`config.mk`:
```
export PLATFORM = sky130hd
export DESIGN_NAME = serial_frame_rx_flat
export DESIGN_NICKNAME = d
export VERILOG_FILES = /design/src/rtl/serdes_pkg.sv /design/src/rtl/serial_frame_rx_if.sv /design/src/rtl/serial_frame_rx.sv /design/src/flat_wrapper.sv
export SDC_FILE = /design/constraint.sdc
export NUM_CORES = 1
export LEC_CHECK = 0
export ABC_AREA = 1
export ABC_CLOCK_PERIOD_IN_PS = 1500
export CORE_MARGIN = 8
export CORE_UTILIZATION = 45
export DETAILED_ROUTE_END_ITERATION = 10
export GPL_TIMING_DRIVEN = 0
export PLACE_DENSITY = 0.68
export RECOVER_POWER = 100
export SLEW_MARGIN = 30
export SYNTH_ARGS = -nofsm -noshare
export SYNTH_HDL_FRONTEND = slang
export SYNTH_SLANG_ARGS = --single-unit
```
`constraint.sdc`:
```
create_clock -name i_clk -period 1.5 [get_ports i_clk]
set_input_delay 0.225 -clock i_clk [delete_from_list [all_inputs] [get_ports i_clk]]
set_output_delay 0.225 -clock i_clk [all_outputs]
set_load 0.005 [all_outputs]
```
`src/rtl/serdes_pkg.sv`:
```
// serdes_pkg: shared state encoding and frame helpers for the framed serial link.
package serdes_pkg;
  typedef enum logic [2:0] {IDLE, DATA, PARITY, STOP, BREAK} rx_state_t;
  function automatic int frame_bits(input int width, input bit parity_en);
    return width + 2 + int'(parity_en);
  endfunction
endpackage

```
`src/rtl/serial_frame_rx_if.sv`:
```
// serial_frame_rx_if: serial line in, word handshake and status out.
interface serial_frame_rx_if #(parameter int WIDTH = 8);
  logic             i_data;
  logic             i_ready;
  logic             i_clr;
  logic [WIDTH-1:0] o_data;
  logic             o_valid;
  logic             o_perr;
  logic             o_frame_err;
  logic             o_overrun;
  logic             o_busy;
  modport master (input i_data, i_ready, i_clr,
                  output o_data, o_valid, o_perr, o_frame_err, o_overrun, o_busy);
  modport slave  (output i_data, i_ready, i_clr,
                  input o_data, o_valid, o_perr, o_frame_err, o_overrun, o_busy);
endinterface

```
`src/rtl/serial_frame_rx.sv`:
```
// serial_frame_rx: deframes start/data/parity/stop bits into a one-entry valid/ready word buffer.
module serial_frame_rx
  import serdes_pkg::*;
#(
  parameter int WIDTH     = 8,
  parameter bit PARITY_EN = 1'b1,
  parameter bit IDLE_LVL  = 1'b1
) (
  input logic             i_clk,
  input logic             i_rst_n,
  serial_frame_rx_if.master bus
);
  localparam int CW = $clog2(WIDTH);
  localparam logic [CW-1:0] LAST = CW'(WIDTH - 1);
  rx_state_t        state_q, state_d;
  logic [CW-1:0]    cnt_q, cnt_d;
  logic [WIDTH-1:0] shift_q, shift_d, data_q, data_d;
  logic             par_q, par_d, valid_q, valid_d, perr_q, perr_d;
  logic             ferr_q, ferr_d, ovr_q, ovr_d, good, load, blocked;
  always_comb begin
    state_d = state_q;
    cnt_d   = cnt_q;
    shift_d = shift_q;
    par_d   = par_q;
    good    = 1'b0;
    ferr_d  = 1'b0;
    case (state_q)
      IDLE: if (bus.i_data != IDLE_LVL) begin
        state_d = DATA;
        cnt_d   = '0;
      end
      DATA: begin
        shift_d = {shift_q[WIDTH-2:0], bus.i_data};
        cnt_d   = cnt_q + 1'b1;
        if (cnt_q == LAST) begin
          cnt_d   = '0;
          state_d = PARITY_EN ? PARITY : STOP;
        end
      end
      PARITY: begin
        par_d   = bus.i_data;
        state_d = STOP;
      end
      STOP: begin
        good    = bus.i_data == IDLE_LVL;
        ferr_d  = !good;
        state_d = good ? IDLE : BREAK;
      end
      BREAK: state_d = (bus.i_data == IDLE_LVL) ? IDLE : BREAK;
      default: state_d = IDLE;
    endcase
    // A full buffer that is not being drained this edge drops the new word.
    blocked = valid_q & ~bus.i_ready;
    load    = good & ~blocked;
    valid_d = load | blocked;
    data_d  = load ? shift_q : data_q;
    perr_d  = load ? (PARITY_EN ? (^shift_q ^ par_q) : 1'b0) : perr_q;
    ovr_d   = (good & blocked) | (ovr_q & ~bus.i_clr);
  end
  always_ff @(posedge i_clk or negedge i_rst_n) begin
    if (!i_rst_n) begin
      state_q <= IDLE;
      cnt_q   <= '0;
      shift_q <= '0;
      par_q   <= 1'b0;
      data_q  <= '0;
      valid_q <= 1'b0;
      perr_q  <= 1'b0;
      ferr_q  <= 1'b0;
      ovr_q   <= 1'b0;
    end else begin
      state_q <= state_d;
      cnt_q   <= cnt_d;
      shift_q <= shift_d;
      par_q   <= par_d;
      data_q  <= data_d;
      valid_q <= valid_d;
      perr_q  <= perr_d;
      ferr_q  <= ferr_d;
      ovr_q   <= ovr_d;
    end
  end
  assign bus.o_data      = data_q;
  assign bus.o_valid     = valid_q;
  assign bus.o_perr      = perr_q;
  assign bus.o_frame_err = ferr_q;
  assign bus.o_overrun   = ovr_q;
  assign bus.o_busy      = state_q != IDLE;
endmodule
```
`src/flat_wrapper.sv`:
```
// flat-port wrapper written by rule: the top's interface ports become plain ports
module serial_frame_rx_flat import serdes_pkg::*;
#(
  parameter int WIDTH     = 8,
  parameter bit PARITY_EN = 1'b1,
  parameter bit IDLE_LVL  = 1'b1
)
  (i_clk, i_rst_n, bus_i_data, bus_i_ready, bus_i_clr, bus_o_data, bus_o_valid, bus_o_perr, bus_o_frame_err, bus_o_overrun, bus_o_busy);
  serial_frame_rx_if #(.WIDTH(WIDTH)) bus_i ();
  input logic i_clk;
  input logic i_rst_n;
  input wire logic [$bits(bus_i.i_data)-1:0] bus_i_data;
  input wire logic [$bits(bus_i.i_ready)-1:0] bus_i_ready;
  input wire logic [$bits(bus_i.i_clr)-1:0] bus_i_clr;
  output wire logic [$bits(bus_i.o_data)-1:0] bus_o_data;
  output wire logic [$bits(bus_i.o_valid)-1:0] bus_o_valid;
  output wire logic [$bits(bus_i.o_perr)-1:0] bus_o_perr;
  output wire logic [$bits(bus_i.o_frame_err)-1:0] bus_o_frame_err;
  output wire logic [$bits(bus_i.o_overrun)-1:0] bus_o_overrun;
  output wire logic [$bits(bus_i.o_busy)-1:0] bus_o_busy;
  assign bus_i.i_data = bus_i_data;
  assign bus_i.i_ready = bus_i_ready;
  assign bus_i.i_clr = bus_i_clr;
  assign bus_o_data = bus_i.o_data;
  assign bus_o_valid = bus_i.o_valid;
  assign bus_o_perr = bus_i.o_perr;
  assign bus_o_frame_err = bus_i.o_frame_err;
  assign bus_o_overrun = bus_i.o_overrun;
  assign bus_o_busy = bus_i.o_busy;
  serial_frame_rx #(.WIDTH(WIDTH), .PARITY_EN(PARITY_EN), .IDLE_LVL(IDLE_LVL)) u_core (.i_clk(i_clk), .i_rst_n(i_rst_n), .bus(bus_i));
endmodule
```
# Word-level counts from Yosys, hierarchy flattened
# Index checks and enable logic that the tools add are counted.
[op_classes]
bitwise_logic = 10
addsub = 1
muxes = 9
div_mod_pow = 0
reduce_logical = 8
order_cmp = 0
n_eq_ne = 7
mul = 0
n_shift = 0
[ops]
columns = ["op", "count"]
rows = [
  ["two-way mux 3 bit", 5],
  ["one-hot mux 3 bit (4 select lines)", 1],
  ["XOR reduction 8 bit", 1],
  ["equality test 3 x 2 -> 1 bit (second input constant)", 2],
  ["equality test 3 bit (second input constant)", 2],
  ["one-hot mux 3 bit (2 select lines)", 1],
  ["bitwise AND 1 bit", 4],
  ["AND reduction 2 bit", 2],
  ["adder 3 x 1 -> 3 bit (second input constant)", 1],
  ["equality test 3 x 1 -> 1 bit (second input constant)", 1],
  ["zero test 3 bit", 1],
  ["NOT 1 bit", 3],
  ["nonzero test 3 bit", 1],
  ["two-way mux 1 bit", 2],
  ["inequality test 2 x 1 -> 1 bit (second input constant)", 1],
  ["inequality test 2 bit (second input constant)", 1],
  ["bitwise OR 1 bit", 2],
  ["nonzero test 2 bit", 1],
  ["OR reduction 2 bit", 1],
  ["zero test 1 bit", 1],
  ["XOR 1 bit", 1],
]
[totals]
ramBits = 0
mem_bits_ro = 0
latchBits = 0
memories = 0
ff_bits = 27
word_cells = 44
output_inout_bits = 13

# Logic depth before layout (Yosys ltp)
# Gate-level depths: netlist (run 1).
[logic_depth]
ltp_word = 5
ltp_mapped = 10
ltp_nobuf = 10

# Worst setup path before layout (run 1)
# No wires, ideal clock.
[synth_path]
path_kind = "flip-flop to flip-flop"
from = "reg, netlist name u_core.cnt_q[0]"
to = "reg u_core.par_q"
path_slack_ps = 294
n_path_buf = 0
stages_incl_launch_ff = 9
setup_time_ps = 121
arrival_ps = 1086
cell_sequence = "dfrtp_1 > ha_1 > ha_1 > inv_1 > nand2_2 > o21ai_2 > nand2_2 > nand2_1 > o21ai_1"
[synth_lines]
columns = ["item", "line", "source"]
rows = [
  ["end signal, assigned", "serial_frame_rx.sv:75", "par_q <= par_d;"],
  ["end, declared", "serial_frame_rx.sv:18", "logic par_q, par_d, valid_q, valid_d, perr_q, perr_d;"],
]

# Worst setup path in the final report (run 1)
[layout_path]
from = "reg u_core.state_q[2]"
to = "out bus_o_busy"
[layout_between]
elab_chain_len = 1
[layout_rtl]
columns = ["item", "line", "source"]
rows = [
  ["start, declared", "serial_frame_rx.sv:15", "rx_state_t state_q, state_d;"],
  ["start signal, assigned", "serial_frame_rx.sv:72", "state_q <= state_d;"],
  ["nonzero test 3 bit", "serial_frame_rx.sv:88", "assign bus.o_busy = state_q != IDLE;"],
  ["end, declared", "flat_wrapper.sv:20", "output wire logic [$bits(bus_i.o_busy)-1:0] bus_o_busy;"],
]
# Every way passes these cells.

==> impl_metrics.toml, run 1 <==
[worst_setup_path]
worst_path_max_delay_cell = "dfrtp_2"
worst-path-buf-inv = 1
crit_family = "flip-flops"
cp-start-kind = "flop"
cp.required_ns = 1.27
worstSetupPathType = "flop to primary output"
path_cells = "nor2_4 > nand2_2 > dlygate4sd2_1"
arrival_ns = 1.21
path_max_fanout = 2
cpPeakStageDelay_ns = 0.45
crit_path_end_kind = "primary output"

[logic_synthesis]
yosysTopAreaCell = "dfrtp_1"
synth_top_cell_area_share_pct = 54.7
synth.distinct_cells = 22
syn_area_per_cell_um2 = 9.01
ys_ff_latch = 27
yosysWarnings = 0
syn_inst = 137
synth_area_um2 = 1230
synth_nets = 144
ys_top_cells_by_area = "dfrtp_1 55%, nand2_1 13%, inv_1 6.4%"
yosysSeqAreaShare_pct = 54.7

[clock_network]
clock-root-buffer = "clkbuf_4"
clockBufferDepth = 2
numCtsBuffers = 3
tritoncts = "done"
cts-htree-levels = 1
clk_pin_slew_ns = 0.14
clock_sinks = 27
clk-insertion-delay-late_ns = 0.31

[final_layout]
layout.nets = 169
antennaDiodeCount = 0
drive_above_1_share_pct = 18.0
fillCellCount = 244
fin_area_um2 = 1500
utilization_pct = 55.9
syn_to_final_growth_pct = 21.7

[routing]
routed_wl_um = 2240
drt-initial-drc-count = 40
wire_per_inst_um = 11.6
num_vias = 892
dr.pass1.iters = 4
drc = 0
avgViaCountPerCell = 4.65
final_antenna_net_count = 0

[die]
row_count = 19
coreArea_um2 = 2690
initial_core_util_pct = 46.0
die_w_um = 68.4
die_area_um2 = 4680
io_pins = 18
die_height_um = 68.4

[hold_path]
min_path_type = "primary input to flop"

[timing]
tightest_slew_ns = 0.664
setup_viol = 0
fin_crit_sh_pct = 95.4
relSlewSlack_pct = 55.7
fin_tns_setup_ns = 0
skew_ns = 0.00516
worst_slack_ns = 0.0683
fin_crit_ns = 1.43
finalHoldViolCount = 0
finalMaxSlewViolations = 0
fmax_mhz = 698

[power]
ir_worst_vdd_v = 0.00132
p_leak_uw = 0.000765
powerDensity_nw_per_um2 = 1950

[global_routing]
track_usage_pct = 10.5
grt_util_met2_pct = 18.6
grt-busiest-layer = "met2"
grt_max_degree = 28
overflow = 0
grt_pass1_wl_um = 3700
grt_use_met1_pct = 11.6
grt_pass1_vias = 876
use_met3_pct = 1.96
antenna_found_initial = 0

[place]
place_area_um2 = 1430
dp_slack_ns = -0.0439
io_buffers = 16
place_congestion = 0.734
dp_hpwl_um = 1630

[flow_run]
drv_cap = 0

[run_status]
status = "finished clean"
-- per-stage QoR --
stage | power [µW] | std cells | hold slack, ns
floorplan | 2150 | 137 | -0.0706
CTS | 2960 | 192 | 0.233
global route | 3210 | 192 | 0.297
detailed placement | 2610 | 184 | 0.265
global placement | 2560 | 184 | 0.465
finish | 2930 | 192 | 0.268
-- state kept, by name, summed over array words and instances (netlist names) --
signal,flops
u_core.bus.o_data,8
u_core.cnt_q,3
u_core.shift_q,8
u_core.bus.o_frame_err,1
u_core.bus.o_perr,1
u_core.bus.o_valid,1
u_core.par_q,1
u_core.state_q,3
u_core.bus.o_overrun,1
-- synth_stat cells, drive strengths merged --
library cell and instances:
inv 22, nor2 4, a21oi 1, nor3 1, ha 2, xor2 1
o21ai 20, a31o 1, nand2 46, a22o 2, nand3 5, buf 3
dfrtp 27, o22ai 1, clkbuf 1
-- what timing repair did --
action,CTS,global route
endpoints found under the hold margin,27,0
hold buffers,1,0
endpoints found under the setup margin,1,1
pin swaps,0,1
setup buffers,3,0
cloned,0,0
gates resized for setup,3,3
-- path summary, 6_finish.rpt --
| path | startpoint | to | slack (ns) | cells past startpoint |
|---|---|---|---|---|
| max | u_core.state_q[2]$_DFFE_PN0P_ | bus_o_busy | 0.07 | 3 |
| min | bus_i_data | u_core.shift_q[0]$_DFFE_PN0P_ | 0.27 | 3 |
| max in group asynchronous | i_rst_n | u_core.state_q[2]$_DFFE_PN0P_ | 0.59 | 2 |
| max reg2reg | u_core.state_q[1]$_DFFE_PN0P_ | u_core.bus.o_data[4]$_DFFE_PN0P_ | 0.10 | 7 |
| min reg2reg | u_core.cnt_q[0]$_DFFE_PN0P_ | u_core.cnt_q[0]$_DFFE_PN0P_ | 0.50 | 1 |
| min in group asynchronous | i_rst_n | u_core.bus.o_data[0]$_DFFE_PN0P_ | 0.45 | 2 |
-- tightest hold or removal path, stage by stage --
cell and delay, ns:
clkbuf_1 0.18, nand2_1 0.11, o21ai_1 0.05
-- layout by cell type, fill, tap and decap left out, drive strengths merged --
cell type,n
nor3,1
dfrtp,27
dlygate4sd3,1
buf,6
o22ai,1
o21ai,20
nor2,4
dlygate4sd2,1
nand2,46
ha,2
nand3,5
a22o,2
clkbuf,6
inv,22
a21oi,1
xor2,1
clkdlybuf4s50,14
a31o,1
-- per-layer routing --
layer | vias to the layer above | part of all wire [%]
met5 | - | 0
met1 | 408 | 44
met2 | 7 | 52
li1 | 475 | -
met3 | 2 | 3.5
met4 | 0 | 0.85
-- area by class of cell --
class                   count  area (µm²)  share of cell area [%]
clock buffers               4        26.3                    1.75
flip-flops and latches     27         677                    45.0
inverters                  22        82.6                    5.50
plain buffers               4        31.3                    2.08
repair buffers             20         186                    12.4
multi-input cells          84         460                    30.6
well taps                  31        38.8                    2.58
-- power breakdown --
part | switching (µW) | total (µW) | internal (µW)
Sequential | 167 | 1160 | 997
Clock | 200 | 304 | 104
Combinational | 792 | 1460 | 670
Total | 1160 | 2930 | 1770
-- logic make-up (layout without fill, tap and decap cells) --
logic type	Yosys count	after routing	share of synthesized area (%)
simple gates	56	56	19.5
flops	27	27	54.7
buf+inv	26	50	9.22
compound gates	25	25	13.9
fa+ha+maj	2	2	2.03
xor+xnor	1	1	0.709
Power figures use the tool's default switching activity.
==> run 2, diff against run 1 <==
--- a/config.mk
+++ b/config.mk
@@ -10,6 +10,7 @@
 export CORE_MARGIN = 8
 export CORE_UTILIZATION = 45
 export DETAILED_ROUTE_END_ITERATION = 10
+export GPL_ROUTABILITY_DRIVEN = 0
 export GPL_TIMING_DRIVEN = 0
 export PLACE_DENSITY = 0.68
 export RECOVER_POWER = 100
==> results of run 2 <==
No change in the layout: final DEF, timing and power equal those of run 1.
==> run 3, diff against run 2 <==
--- a/config.mk
+++ b/config.mk
@@ -8,11 +8,11 @@
 export ABC_AREA = 1
 export ABC_CLOCK_PERIOD_IN_PS = 1500
 export CORE_MARGIN = 8
-export CORE_UTILIZATION = 45
+export CORE_UTILIZATION = 50
 export DETAILED_ROUTE_END_ITERATION = 10
 export GPL_ROUTABILITY_DRIVEN = 0
 export GPL_TIMING_DRIVEN = 0
-export PLACE_DENSITY = 0.68
+export PLACE_DENSITY = 0.74
 export RECOVER_POWER = 100
 export SLEW_MARGIN = 30
 export SYNTH_ARGS = -nofsm -noshare
==> run 3 against run 2 <==
Against the previous run: core utilization grew 5.7 points; setup slack lost 0.014 ns; clock-buffer cell count is the same; sequential power is essentially flat; critical path depth shrank 2; global-route usage grew 1.7 points; power shrank 0.83%; cell count is the same; clock skew shrank 0.0027 ns; register-to-register slack lost 0.02 ns; cell area shrank 1.1%; critical endpoint is now bus_o_overrun.
==> impl_metrics.toml, run 3 (synthesized netlist as in run 1, its figures left out) <==
[clock_network]
numCtsBuffers = 3
tritoncts = "done"
clock_sinks = 27
clockBufferDepth = 2
cts-htree-levels = 1
clk-insertion-delay-late_ns = 0.32
clk_pin_slew_ns = 0.14
clock-root-buffer = "clkbuf_4"

[worst_setup_path]
path_cells = "clkdlybuf4s50_1"
worst_path_max_delay_cell = "clkdlybuf4s50_1"
cpPeakStageDelay_ns = 0.51
crit_path_end_kind = "primary output"
worst-path-buf-inv = 1
reg2reg_slack_ns = 0.08
path_max_fanout = 2
crit_family = "buffers and inverters"
worstSetupPathType = "flop to primary output"
cp.required_ns = 1.27
cp-start-kind = "flop"
arrival_ns = 1.22

[power]
power_switching_uw = 1150
ir_worst_vdd_v = 0.00125
internal_power_uw = 1760
p_leak_uw = 0.000759
powerDensity_nw_per_um2 = 1950
swShare_pct = 39.6
p_seq_share_pct = 40.4
p_comb_share_pct = 49.0
power_frac_clock_pct = 10.6

[global_routing]
grt_pass1_wl_um = 4060
track_usage_pct = 12.1
antenna_found_initial = 0
grt_pass1_vias = 932
overflow = 0
grt_max_degree = 28

[timing]
holdWs_ns = 0.275
fin_crit_ns = 1.45
skew_ns = 0.00243
setup_viol = 0
fmax_mhz = 692
finalMaxSlewViolations = 0
finalHoldViolCount = 0
fin_crit_sh_pct = 96.4
relSlewSlack_pct = 56.8
tightest_slew_ns = 0.648

[die]
die_w_um = 65.7
die_height_um = 65.7
die_area_um2 = 4320
initial_core_util_pct = 51.2
io_pins = 18
row_count = 18
coreArea_um2 = 2410

[place]
place_area_um2 = 1430
dpl.cell_count = 183
dp_hpwl_um = 1710
io_buffers = 16

[final_layout]
syn_to_final_growth_pct = 20.4
drive_above_1_share_pct = 14.8
utilization_pct = 61.7
antennaDiodeCount = 0
multiInputGateArea_um2 = 438
fillCellCount = 212
fin_area_um2 = 1490
final_common_cell = "nand2_1"
final_cells = 192
layout_common_cells = "43 x nand2_1, 26 x dfrtp_1, 20 x inv_1"
seqCellArea_um2 = 677
layout.nets = 170

[run_status]
status = "finished clean"

[routing]
dr.pass1.iters = 4
routed_wl_um = 2340
wire_per_inst_um = 12.2
final_antenna_net_count = 0
num_vias = 952
drc = 0
drt-initial-drc-count = 33
avgViaCountPerCell = 4.96

[flow_run]
drv_cap = 0

[hold_path]
min_path_type = "primary input to flop"
run 3: cell count changes in the layout (fill, tap and decap cells not counted):
cell             before  now
buf_2                 1    0
o21ai_1              11    7
clkdlybuf4s25_1       0    1
o21ai_0               0   10
clkdlybuf4s50_1      14   13
clkbuf_2              1    2
o21ai_2               9    3
clkbuf_4              3    4
run 3: path summary, 6_finish.rpt:
kind,cells after the start,to,from
worst max-delay path,1,bus_o_overrun,u_core.bus.o_overrun$_DFF_PN0_
worst min-delay path,3,u_core.shift_q[0]$_DFFE_PN0P_,bus_i_data
worst max register to register,10,u_core.par_q$_DFFE_PN0P_,u_core.state_q[2]$_DFFE_PN0P_
worst min register to register,2,u_core.bus.o_data[5]$_DFFE_PN0P_,u_core.bus.o_data[5]$_DFFE_PN0P_
max in group asynchronous,2,u_core.state_q[2]$_DFFE_PN0P_,i_rst_n
min in group asynchronous,2,u_core.state_q[0]$_DFFE_PN0P_,i_rst_n
run 3: area by class of cell:
class                           instances  area share [%]
Inverter                               22            5.56
Sequential cell                        27            45.5
Buffer                                  4            2.10
Timing Repair Buffer                   21            13.0
Clock buffer                            4            1.77
Multi-Input combinational cell         84            29.5
Tap cell                               30            2.53
run 3: layer usage:
metal | part of all wire, % | vias to the layer above | wire length [µm] | track usage [%]
li1 | - | 476 | - | -
met1 | 44 | 461 | 1040 | 12.8
met2 | 51 | 11 | 1190 | 21.2
met3 | 3.4 | 4 | 79 | 3.06
met4 | 1.6 | 0 | 38 | 7.36
met5 | 0 | - | 0 | 0
run 3: per-stage QoR:
| step | setup slack (ns) | total power, µW | setup TNS [ns] |
|---|---|---|---|
| floorplan | 0.294 | 2150 | 0 |
| global placement | -0.147 | 2550 | -3.95 |
| detailed placement | -0.0232 | 2620 | -0.0259 |
| CTS | 0.0371 | 2970 | 0 |
| global route | -0.00197 | 3190 | -0.00197 |
| finish | 0.0539 | 2910 | 0 |
run 3: what timing repair did:
item / 4_1_cts / 5_1_grt
buffers inserted: 3 / 1
hold buffers: 1 / 0
setup endpoints to repair: 1 / 4
hold endpoints to repair: 27 / 0
pin swaps: 0 / 1
gates resized for setup: 4 / 3
run 3: power by group through the flow:
stage	logic, µW	clock network (µW)	registers, µW
detailed placement	1420	0	1200
global placement	1380	0	1180
floorplan	974	0	1170
finish	1420	309	1170
CTS	1480	322	1170
global route	1630	356	1200
run 3: tightest hold or removal path, cell delays in order:
cell      delay [ns]
clkbuf_1        0.18
nand2_1         0.11
o21ai_1         0.05
